**src/rtl/lpddr2_port_arbiter.sv**
```systemverilog
// Two-port round-robin arbiter/sequencer for the LPDDR2 Avalon-MM local port.
// Port 0 is instruction fetch, port 1 is data; one word per req/done handshake.
module lpddr2_port_arbiter #(
    parameter int ADDR_W  = 27,
    parameter int DATA_W  = 32,
    parameter int TIMEOUT = 1023
) (
    input  logic              iCLK,
    input  logic              iRST_n,
    input  logic              local_init_done,
    input  logic              m0_req,
    input  logic              m0_we,
    input  logic [31:0]       m0_addr,
    input  logic [DATA_W-1:0] m0_wdata,
    output logic [DATA_W-1:0] m0_rdata,
    output logic              m0_done,
    output logic              m0_err,
    input  logic              m1_req,
    input  logic              m1_we,
    input  logic [31:0]       m1_addr,
    input  logic [DATA_W-1:0] m1_wdata,
    output logic [DATA_W-1:0] m1_rdata,
    output logic              m1_done,
    output logic              m1_err,
    input  logic              avl_waitrequest_n,
    output logic [ADDR_W-1:0] avl_address,
    output logic              avl_read,
    output logic              avl_write,
    output logic              avl_burstbegin,
    output logic [DATA_W-1:0] avl_writedata,
    input  logic [DATA_W-1:0] avl_readdata,
    input  logic              avl_readdatavalid,
    output logic              grant,
    output logic [2:0]        c_state
);
    localparam int CNT_W = $clog2(TIMEOUT + 1);

    typedef enum logic [2:0] {
        S_INIT   = 3'd0,
        S_IDLE   = 3'd1,
        S_CMD    = 3'd2,
        S_RDWAIT = 3'd3,
        S_DONE   = 3'd4
    } state_t;

    state_t            state_q;
    logic              last_grant_q, grant_q, we_q;
    logic [ADDR_W-1:0] addr_q;
    logic [DATA_W-1:0] wdata_q, rdata0_q, rdata1_q;
    logic              done0_q, done1_q, err0_q, err1_q;
    logic              rd_q, wr_q, bb_q;
    logic [CNT_W-1:0]  cnt_q, cnt_d;
    logic              win_d, timeout_d;

    // Ties go to the port that did not win last time.
    always_comb begin
        win_d     = m1_req & (~m0_req | ~last_grant_q);
        cnt_d     = cnt_q + 1'b1;
        timeout_d = (cnt_d == CNT_W'(TIMEOUT));
    end

    always_ff @(posedge iCLK) begin
        if (!iRST_n) begin
            state_q      <= S_INIT;
            last_grant_q <= 1'b1;
            grant_q      <= 1'b0;
            we_q         <= 1'b0;
            addr_q       <= '0;
            wdata_q      <= '0;
            rdata0_q     <= '0;
            rdata1_q     <= '0;
            done0_q      <= 1'b0;
            done1_q      <= 1'b0;
            err0_q       <= 1'b0;
            err1_q       <= 1'b0;
            rd_q         <= 1'b0;
            wr_q         <= 1'b0;
            bb_q         <= 1'b0;
            cnt_q        <= '0;
        end else begin
            done0_q <= 1'b0;
            done1_q <= 1'b0;
            err0_q  <= 1'b0;
            err1_q  <= 1'b0;
            bb_q    <= 1'b0;
            case (state_q)
                S_INIT: if (local_init_done) state_q <= S_IDLE;
                S_IDLE: begin
                    if (!local_init_done) begin
                        state_q <= S_INIT;
                    end else if (m0_req || m1_req) begin
                        grant_q      <= win_d;
                        last_grant_q <= win_d;
                        we_q         <= win_d ? m1_we : m0_we;
                        addr_q       <= win_d ? m1_addr[ADDR_W+1:2] : m0_addr[ADDR_W+1:2];
                        wdata_q      <= win_d ? m1_wdata : m0_wdata;
                        rd_q         <= ~(win_d ? m1_we : m0_we);
                        wr_q         <= win_d ? m1_we : m0_we;
                        bb_q         <= 1'b1;
                        state_q      <= S_CMD;
                    end
                end
                S_CMD: begin
                    if (avl_waitrequest_n) begin
                        rd_q  <= 1'b0;
                        wr_q  <= 1'b0;
                        cnt_q <= '0;
                        if (we_q) begin
                            done0_q <= ~grant_q;
                            done1_q <= grant_q;
                            state_q <= S_DONE;
                        end else begin
                            state_q <= S_RDWAIT;
                        end
                    end
                end
                S_RDWAIT: begin
                    cnt_q <= cnt_d;
                    // Data beats the timeout when both land on the same edge.
                    if (avl_readdatavalid || timeout_d) begin
                        if (grant_q) rdata1_q <= avl_readdatavalid ? avl_readdata : '0;
                        else         rdata0_q <= avl_readdatavalid ? avl_readdata : '0;
                        done0_q <= ~grant_q;
                        done1_q <= grant_q;
                        err0_q  <= ~grant_q & ~avl_readdatavalid;
                        err1_q  <= grant_q & ~avl_readdatavalid;
                        state_q <= S_DONE;
                    end
                end
                S_DONE:  state_q <= S_IDLE;
                default: state_q <= S_IDLE;
            endcase
        end
    end

    assign m0_rdata       = rdata0_q;
    assign m1_rdata       = rdata1_q;
    assign m0_done        = done0_q;
    assign m1_done        = done1_q;
    assign m0_err         = err0_q;
    assign m1_err         = err1_q;
    assign avl_address    = addr_q;
    assign avl_writedata  = wdata_q;
    assign avl_read       = rd_q;
    assign avl_write      = wr_q;
    assign avl_burstbegin = bb_q;
    assign grant          = grant_q;
    assign c_state        = state_q;

    // Byte-lane and upper address bits are not part of the word address.
    logic unused_addr;
    assign unused_addr = ^{m0_addr[31:ADDR_W+2], m0_addr[1:0], m1_addr[31:ADDR_W+2], m1_addr[1:0]};
endmodule

```
**config.mk**
```make
export PLATFORM = sky130hd
export DESIGN_NAME = lpddr2_port_arbiter
export DESIGN_NICKNAME = d
export VERILOG_FILES = /design/src/rtl/lpddr2_port_arbiter.sv
export SDC_FILE = /design/constraint.sdc
export NUM_CORES = 1
export LEC_CHECK = 0
export ABC_AREA = 1
export ABC_CLOCK_PERIOD_IN_PS = 2850
export CORE_MARGIN = 3
export CORE_UTILIZATION = 40
export DETAILED_ROUTE_END_ITERATION = 6
export PLACE_DENSITY = 0.89
export SLEW_MARGIN = 10
export SYNTH_ARGS = -nofsm -noshare
export SYNTH_HDL_FRONTEND = slang
export SYNTH_SLANG_ARGS = --single-unit
```
**constraint.sdc**
```tcl
create_clock -name iCLK -period 2.85 [get_ports iCLK]
set_input_delay 0.285 -clock iCLK [delete_from_list [all_inputs] [get_ports iCLK]]
set_output_delay 0.285 -clock iCLK [all_outputs]
set_load 0.1 [all_outputs]
```
Yosys cells after proc, flatten, opt, wreduce, memory -nomap -nowiden
Cells that the tools add are included.
{"block": "classes", "n_reduce_logical": 13, "n_addsub": 1, "n_eq_ne": 10, "bitwise_logic": 9, "muxes": 29}
{"cell": "32-bit 2-to-1 mux", "count": 2}
{"cell": "27-bit 2-to-1 mux", "count": 1}
{"cell": "10-bit one-hot mux with 2 select lines", "count": 1}
{"cell": "3-bit 2-to-1 mux", "count": 6}
{"cell": "3-bit AND reduction", "count": 5}
{"cell": "1-bit 2-to-1 mux", "count": 13}
{"cell": "3-bit one-hot mux with 4 select lines", "count": 1}
{"cell": "10-bit by 1-bit adder with 10-bit output, second input constant", "count": 1}
{"cell": "10-bit equality test, second input constant", "count": 1}
{"cell": "10-bit 2-to-1 mux", "count": 1}
{"cell": "2-bit inequality test, second input constant", "count": 5}
{"cell": "1-bit one-hot mux with 2 select lines", "count": 4}
{"cell": "4-bit AND reduction", "count": 2}
{"cell": "3-bit by 2-bit equality test with 1-bit output, second input constant", "count": 2}
{"cell": "1-bit inverter", "count": 5}
{"cell": "2-bit nonzero test", "count": 2}
{"cell": "1-bit bitwise AND", "count": 3}
{"cell": "3-bit by 1-bit equality test with 1-bit output, second input constant", "count": 1}
{"cell": "3-bit zero test", "count": 1}
{"cell": "3-bit inequality test, second input constant", "count": 1}
{"cell": "1-bit logical OR", "count": 2}
{"cell": "2-bit AND reduction", "count": 1}
{"cell": "1-bit bitwise OR", "count": 1}
{"block": "word_totals", "in_bits": 169, "register_bits": 146, "wordCells": 78}

Logic depth before layout (Yosys ltp)
Gate-level depths: netlist of the first run.
{"block": "depth", "ltp_word": 8, "ltp_mapped": 14, "mapped_depth_nobuf": 13}

Least setup slack after synthesis of the first run
OpenSTA, ideal clock, no wires.
{"block": "synth_path", "kind": "reg-to-reg", "start": "register state_q[1] (netlist: c_state[1])", "end": "register rdata0_q[15] (netlist: m0_rdata[15])", "stages_incl_launch_ff": 9, "synth_period_minus_slack_ns": 2.365, "required_time_ns": 2.740, "setup_ns": 0.110, "path_buffers": 1, "arrival_time_ns": 2.255, "slack_ns": 0.485, "cell_sequence": "dfxtp_1 > inv_1 > nor2_1 > inv_1 > nor2_1 > clkbuf_1 > nand4_1 > nand2_1 > nor2_1"}
{"block": "synth_between", "elab_chain_len": 2}
{"item": "start, declared", "line": "46", "source": "state_t state_q;"}
{"item": "start signal, assigned", "line": "64", "source": "state_q <= S_INIT;"}
{"item": "start signal, assigned", "line": "87", "source": "S_INIT: if (local_init_done) state_q <= S_IDLE;"}
{"item": "start signal, assigned", "line": "90", "source": "state_q <= S_INIT;"}
{"item": "3-bit by 2-bit equality test with 1-bit output", "line": "86", "source": "case (state_q)"}
{"item": "3-bit AND reduction (no source line)"}
{"item": "end signal, assigned", "line": "122", "source": "else rdata0_q <= avl_readdatavalid ? avl_readdata : '0;"}
{"item": "end, declared", "line": "49", "source": "logic [DATA_W-1:0] wdata_q, rdata0_q, rdata1_q;"}
No other way between the ends.
A chain may end at the register's enable or synchronous reset.

Worst setup path after layout of the first run
{"block": "layout_path", "start": "register cnt_q[1]", "end": "register rdata0_q[21] (netlist: m0_rdata[21])"}
{"block": "layout_between", "elab_chain_len": 4}
{"item": "start, declared", "line": "52", "source": "logic [CNT_W-1:0] cnt_q, cnt_d;"}
{"item": "start signal, assigned", "line": "118", "source": "cnt_q <= cnt_d;"}
{"item": "10-bit by 1-bit adder with 10-bit output", "line": "58", "source": "cnt_d = cnt_q + 1'b1;"}
{"item": "10-bit equality test", "line": "59", "source": "timeout_d = (cnt_d == CNT_W'(TIMEOUT));"}
{"item": "1-bit logical OR", "line": "120", "source": "if (avl_readdatavalid || timeout_d) begin"}
{"item": "3-bit AND reduction (no source line)"}
No other way between the ends.

==> results_dict.tcl, run 1 <==
set metrics [dict create \
    max_freq_ghz 0.400 \
    worst_pin_slew_ps 742 \
    drive_gt1_frac 0.149 \
    fin_skew_ps 9.36 \
    grt_first_pass_wirelength_mm 32.7 \
    rrSetupSlack_ps 350 \
    drv_cap 0 \
    syn_nets 1160 \
    synthToLayoutAreaGrowth_pct 51.7 \
    wl_met2_mm 10.3 \
    portBuffers 292 \
    routed.top_layer "met4" \
    clock_latency_ps 420 \
    wire_per_inst_um 14.3 \
    p_leak_nw 4.77 \
    relSlewSlack 0.505 \
    start_util 0.409 \
    die_h_um 134 \
    criticalPathCategory "flop to flop" \
    fp-row-count 46 \
    clk_pin_slew_worst_paths_ps 60 \
    worstSetupStartpoint "cnt_q[1]$_SDFFE_PN0P_" \
    cts_root_buf "clkbuf_16" \
    cp.required_ps 3190 \
    min_period_ps 2500 \
    synth_seq_area_share 0.448 \
    holdWs_ps 383 \
    tns_ps 0 \
    gp_congestion 0.880 \
    layout_commonest_cell "nand2_1" \
    power_density_nw_per_um2 724 \
    hp-start "iRST_n" \
    synth.distinct_cells 26 \
    drc 0 \
    layout_setup_ws_ps 349 \
    dp_cells 1446 \
    fin_nets 1421 \
    cts_buffers 17 \
    final_antenna_net_count 0 \
    cts.htree.levels 4 \
    dieArea_um2 17900 \
    track_usage 0.225 \
    cts.sink_count 146 \
    stdcell_count 1481 \
    wl_met1_mm 8.15 \
    drt-initial-drc-count 343 \
    setup_violations 0 \
    rr_endpoint "m0_rdata[21]$_SDFFE_PN0P_" \
    grt_max_degree 128 \
    pre_cts_ws_ps 224 \
    core_um2 15900 \
    route.detailed.vias_per_inst 4.84 \
    cp-start-kind "flop" \
    synth_area_per_cell_um2 6.60 \
    yosys_warnings 0 \
    vdd_drop_max_mv 0.432 \
    finalHoldViolations 0 \
    min_path_cells 3 \
    reg2reg_from "cnt_q[1]$_SDFFE_PN0P_" \
    holdBufCountCts 0 \
    rsz0062_at_grt "false" \
    endpoint_kind "flop" \
    final_cell_mix "nand2_1 (321), clkdlybuf4s50_1 (157), dfxtp_1 (146)" \
    slew_viol_final 0 \
    route.met3.wl_mm 2.09 \
    critPathMaxFanout 51 \
    first_pass_iters 5 \
    vias 7173 \
    antenna_found_initial 2 \
    status "completed" \
    ios 303 \
    r2r_cells 14 \
    min_to "last_grant_q$_SDFFE_PN1P_" \
    grt_pass1_vias 6750 \
    wl_mm 21.1 \
    syn-cell-area_um2 6530 \
    grt_remaining_overflow 0 \
    post_cts_buffers 0 \
    cts.repair.resized 0 \
    fin_crit_sh 0.878 \
    hp-class "primary input to flop" \
    syn_inst 989 \
    fp.dieW_um 134 \
    cts_tree "built" \
    post-dp-hpwl_mm 14.9 \
    cts_buffer_depth 2 \
    ys_ff_latch 146 \
    crit_arrival_ps 2840 \
]
-- routing by layer --
metal,track usage,vias up
li1,-,3617
met1,0.258,3207
met2,0.379,305
met3,0.0785,44
met4,0.102,0
met5,0,-
-- registers in the layout, indices dropped and copies added, names as in the netlist, 3 cells and up --
signal / count
cnt_q: 10
avl_address: 27
m1_rdata: 32
avl_writedata: 32
c_state: 3
m0_rdata: 32
-- power by group --
part           total [W]  switching, W  internal (W)
registers        0.00234      0.000112       0.00223
clock network    0.00231      0.000884       0.00143
logic            0.00252       0.00189      0.000621
total            0.00717       0.00289       0.00428
-- worst max-delay path, cell delays in order, from the launching register on --
cell and delay, ps:
dfxtp_1 400, ha_1 210, nand2_2 110, nor2_1 150
nand2_1 60, nand2_1 60, nand2_1 60, nor2_1 130
nand4_2 160, nand2_4 300, nand3_4 140, buf_4 320
nand2_1 120, nand2_1 50, nor2_1 130
-- stage by stage --
| step | area, um^2 | power (W) | utilization |
|---|---|---|---|
| 6_report | 9900 | 0.00717 | 0.621 |
| 2_1_floorplan | 6530 | 0.00419 | - |
| 4_1_cts | 9880 | 0.00721 | 0.620 |
| 3_5_place_dp | 9270 | 0.00489 | 0.581 |
| 5_1_grt | 9900 | 0.00745 | 0.621 |
| 3_3_place_gp | 9270 | 0.00486 | 0.581 |
-- cells in the mapped netlist --
cell type | count | area (um^2)
o21a_1 | 2 | 15.0
clkinv_1 | 2 | 7.51
nand4_1 | 25 | 156
ha_1 | 2 | 25.0
dfxtp_1 | 146 | 2920
o21ai_0 | 65 | 325
a31oi_1 | 59 | 369
inv_1 | 131 | 492
nand3b_1 | 1 | 7.51
clkbuf_1 | 47 | 176
o22ai_1 | 4 | 25.0
nand2_2 | 1 | 6.26
nand4_2 | 1 | 12.5
nand3_4 | 2 | 35.0
nand3_1 | 16 | 80.1
a211oi_1 | 2 | 15.0
o21bai_1 | 1 | 7.51
nor3_1 | 3 | 15.0
nand2_4 | 1 | 11.3
nand2_1 | 322 | 1210
a21oi_1 | 10 | 50.1
nor2_1 | 129 | 484
buf_2 | 10 | 50.1
inv_2 | 1 | 3.75
o21ai_1 | 1 | 5.00
buf_1 | 5 | 18.8
-- how the worst max path moves through the flow --
stage | end | slack, ps | cells past startpoint
detailed placement | m1_rdata[0]$_SDFFE_PN0P_ | 220 | 12
global placement | m1_rdata[6]$_SDFFE_PN0P_ | 360 | 12
global route | m0_rdata[0]$_SDFFE_PN0P_ | 110 | 14
CTS | m1_rdata[0]$_SDFFE_PN0P_ | 210 | 12
finish | m0_rdata[21]$_SDFFE_PN0P_ | 350 | 14
floorplan | m0_rdata[15]$_SDFFE_PN0P_ | 490 | 8
-- kinds of logic (layout without fill, tap and decap cells) --
kind of cell,count (synthesis),after routing,share of synthesized area
and+or+nand+nor,501,502,0.309
buffers and inverters,196,469,0.115
DFF,146,146,0.448
AOI/OAI and AO/OA,144,144,0.124
adders and majority gates,2,2,0.00383
other,0,2,0
-- layout make-up --
type                       instances  area [um^2]
inverter                         134          503
sequential                       146         2920
timing repair buffer             303         2710
fill                            1395         6040
multi-input combinational        648         2880
antenna                            2         5.00
clock buffer                      20          457
clock inverter                    12          153
tap                              216          270
No activity file was read; power rests on OpenSTA's default activity.
==> run 2: changes to the inputs <==
--- a/config.mk
+++ b/config.mk
@@ -9,8 +9,9 @@
 export ABC_CLOCK_PERIOD_IN_PS = 2850
 export CORE_MARGIN = 3
 export CORE_UTILIZATION = 40
+export CTS_CLUSTER_DIAMETER = 200
 export DETAILED_ROUTE_END_ITERATION = 6
-export PLACE_DENSITY = 0.89
+export PLACE_DENSITY = 0.78
 export SLEW_MARGIN = 10
 export SYNTH_ARGS = -nofsm -noshare
 export SYNTH_HDL_FRONTEND = slang
==> run 2 against run 1 <==
Effect of this change:
- final area fell by 0.33%
- first-iteration DRC count grew 10%
- highest routed layer unchanged
- setup slack improved by 120 ps
- power fell by 1.7%
- largest cell class unchanged
- sequential share of layout area rose by 0.097 points
- non-clock buffer count grew 1
==> results_dict.tcl, run 2 (same netlist as run 1, synthesis figures left out) <==
set metrics [dict create \
    status "completed" \
    endpoint_kind "flop" \
    synthToLayoutAreaGrowth_pct 51.2 \
    final_antenna_net_count 0 \
    fin_crit_sh 0.837 \
    dieArea_um2 17900 \
    cp.required_ps 3200 \
    drt-initial-drc-count 378 \
    fin_nets 1421 \
    track_usage 0.224 \
    grt_remaining_overflow 0 \
    layout_commonest_cell "nand2_1" \
    first_pass_iters 4 \
    drive_gt1_frac 0.149 \
    gp_congestion 0.834 \
    clock_latency_ps 420 \
    post_cts_buffers 0 \
    clk_pin_slew_worst_paths_ps 60 \
    cts.sink_count 146 \
    finalHoldViolations 0 \
    criticalPathCategory "flop to flop" \
    drv_cap 0 \
    cts_root_buf "clkbuf_16" \
    cts.htree.levels 4 \
    fin_skew_ps 7.91 \
    core_um2 15900 \
    min_period_ps 2390 \
    max_freq_ghz 0.419 \
    cp-start-kind "flop" \
    antenna_found_initial 2 \
    grt_max_degree 76 \
    crit_arrival_ps 2730 \
    hp-class "primary input to flop" \
    portBuffers 292 \
    p_leak_nw 4.75 \
    stdcell_count 1480 \
    vdd_drop_max_mv 0.517 \
    final_cell_mix "nand2_1 (321), clkdlybuf4s50_1 (157), dfxtp_1 (146)" \
    fp-row-count 46 \
    combPwrFrac 0.355 \
    rsz0062_at_grt "false" \
    ios 303 \
    holdBufCountCts 0 \
    wire_per_inst_um 14.1 \
    power_density_nw_per_um2 715 \
    worst_pin_slew_ps 744 \
    die_h_um 134 \
    post-dp-hpwl_mm 14.7 \
    drc 0 \
    slew_viol_final 0 \
    route.detailed.vias_per_inst 4.73 \
    cts_tree "built" \
    p_int_w 0.00419 \
    vias 6994 \
    wl_mm 20.8 \
    clockPowerShare 0.314 \
    cts_buffer_depth 2 \
    fp.dieW_um 134 \
    relSlewSlack 0.504 \
    dp_cells 1447 \
    tns_ps 0 \
    cts_buffers 17 \
    grt_first_pass_wirelength_mm 32.4 \
    cts.repair.resized 0 \
    p_seq_frac 0.332 \
    grt_pass1_vias 6358 \
    start_util 0.409 \
    rrSetupSlack_ps 460 \
    setup_violations 0 \
    critPathMaxFanout 32 \
    net-switching-power_w 0.00287 \
    swShare 0.406 \
]
## run 2: final cells by class
class	instances	area, um^2
fillers	1456	6080
flip-flops and latches	146	2920
multi-input cells	647	2870
repair buffers	304	2710
inverters	134	503
clock buffers	19	453
well taps	216	270
clock inverters	12	134
diodes	2	5.00
## run 2: worst paths after layout
check | startpoint | end | cells after the start
worst max-delay path | cnt_q[1]$_SDFFE_PN0P_ | m1_rdata[12]$_SDFFE_PN0P_ | 14
worst min-delay path | iRST_n | cnt_q[2]$_SDFFE_PN0P_ | 3
worst max register to register | cnt_q[1]$_SDFFE_PN0P_ | m1_rdata[12]$_SDFFE_PN0P_ | 14
worst min register to register | last_grant_q$_SDFFE_PN1P_ | last_grant_q$_SDFFE_PN1P_ | 2
## run 2: critical path, cell delays in order (launching register included)
cell	delay, ps
dfxtp_1	400
ha_1	200
nand2_2	100
nor2_1	140
nand2_1	70
nand2_1	60
nand2_1	60
nor2_1	140
nand4_2	150
nand2_4	120
nand3_4	310
buf_4	340
nand2_1	70
nand2_1	40
nor2_1	110
## run 2: stage by stage
step,utilization,hold slack (ps),setup slack (ps),total power [W],cell area (um^2)
final,0.619,420,464,0.00705,9870
after global routing,0.619,435,80.6,0.00733,9870
after CTS,0.619,413,464,0.00710,9860
after detailed placement,0.582,453,486,0.00488,9280
after global placement,0.582,446,503,0.00486,9280
after floorplan,-,429,485,0.00419,6530
## run 2: layer usage
layer	global-route usage	vias up	wire length [um]
li1	-	3614	-
met1	0.265	3096	8500
met2	0.371	254	9950
met3	0.0838	30	1930
met4	0.0857	0	427
met5	0	-	0
## run 2: power by group through the flow
stage | clock (W) | sequential [W] | combinational (W)
after floorplan | 0 | 0.00367 | 0.000524
after global placement | 0 | 0.00237 | 0.00249
after detailed placement | 0 | 0.00237 | 0.00250
after CTS | 0.00226 | 0.00234 | 0.00251
after global routing | 0.00234 | 0.00236 | 0.00263
final | 0.00221 | 0.00234 | 0.00250
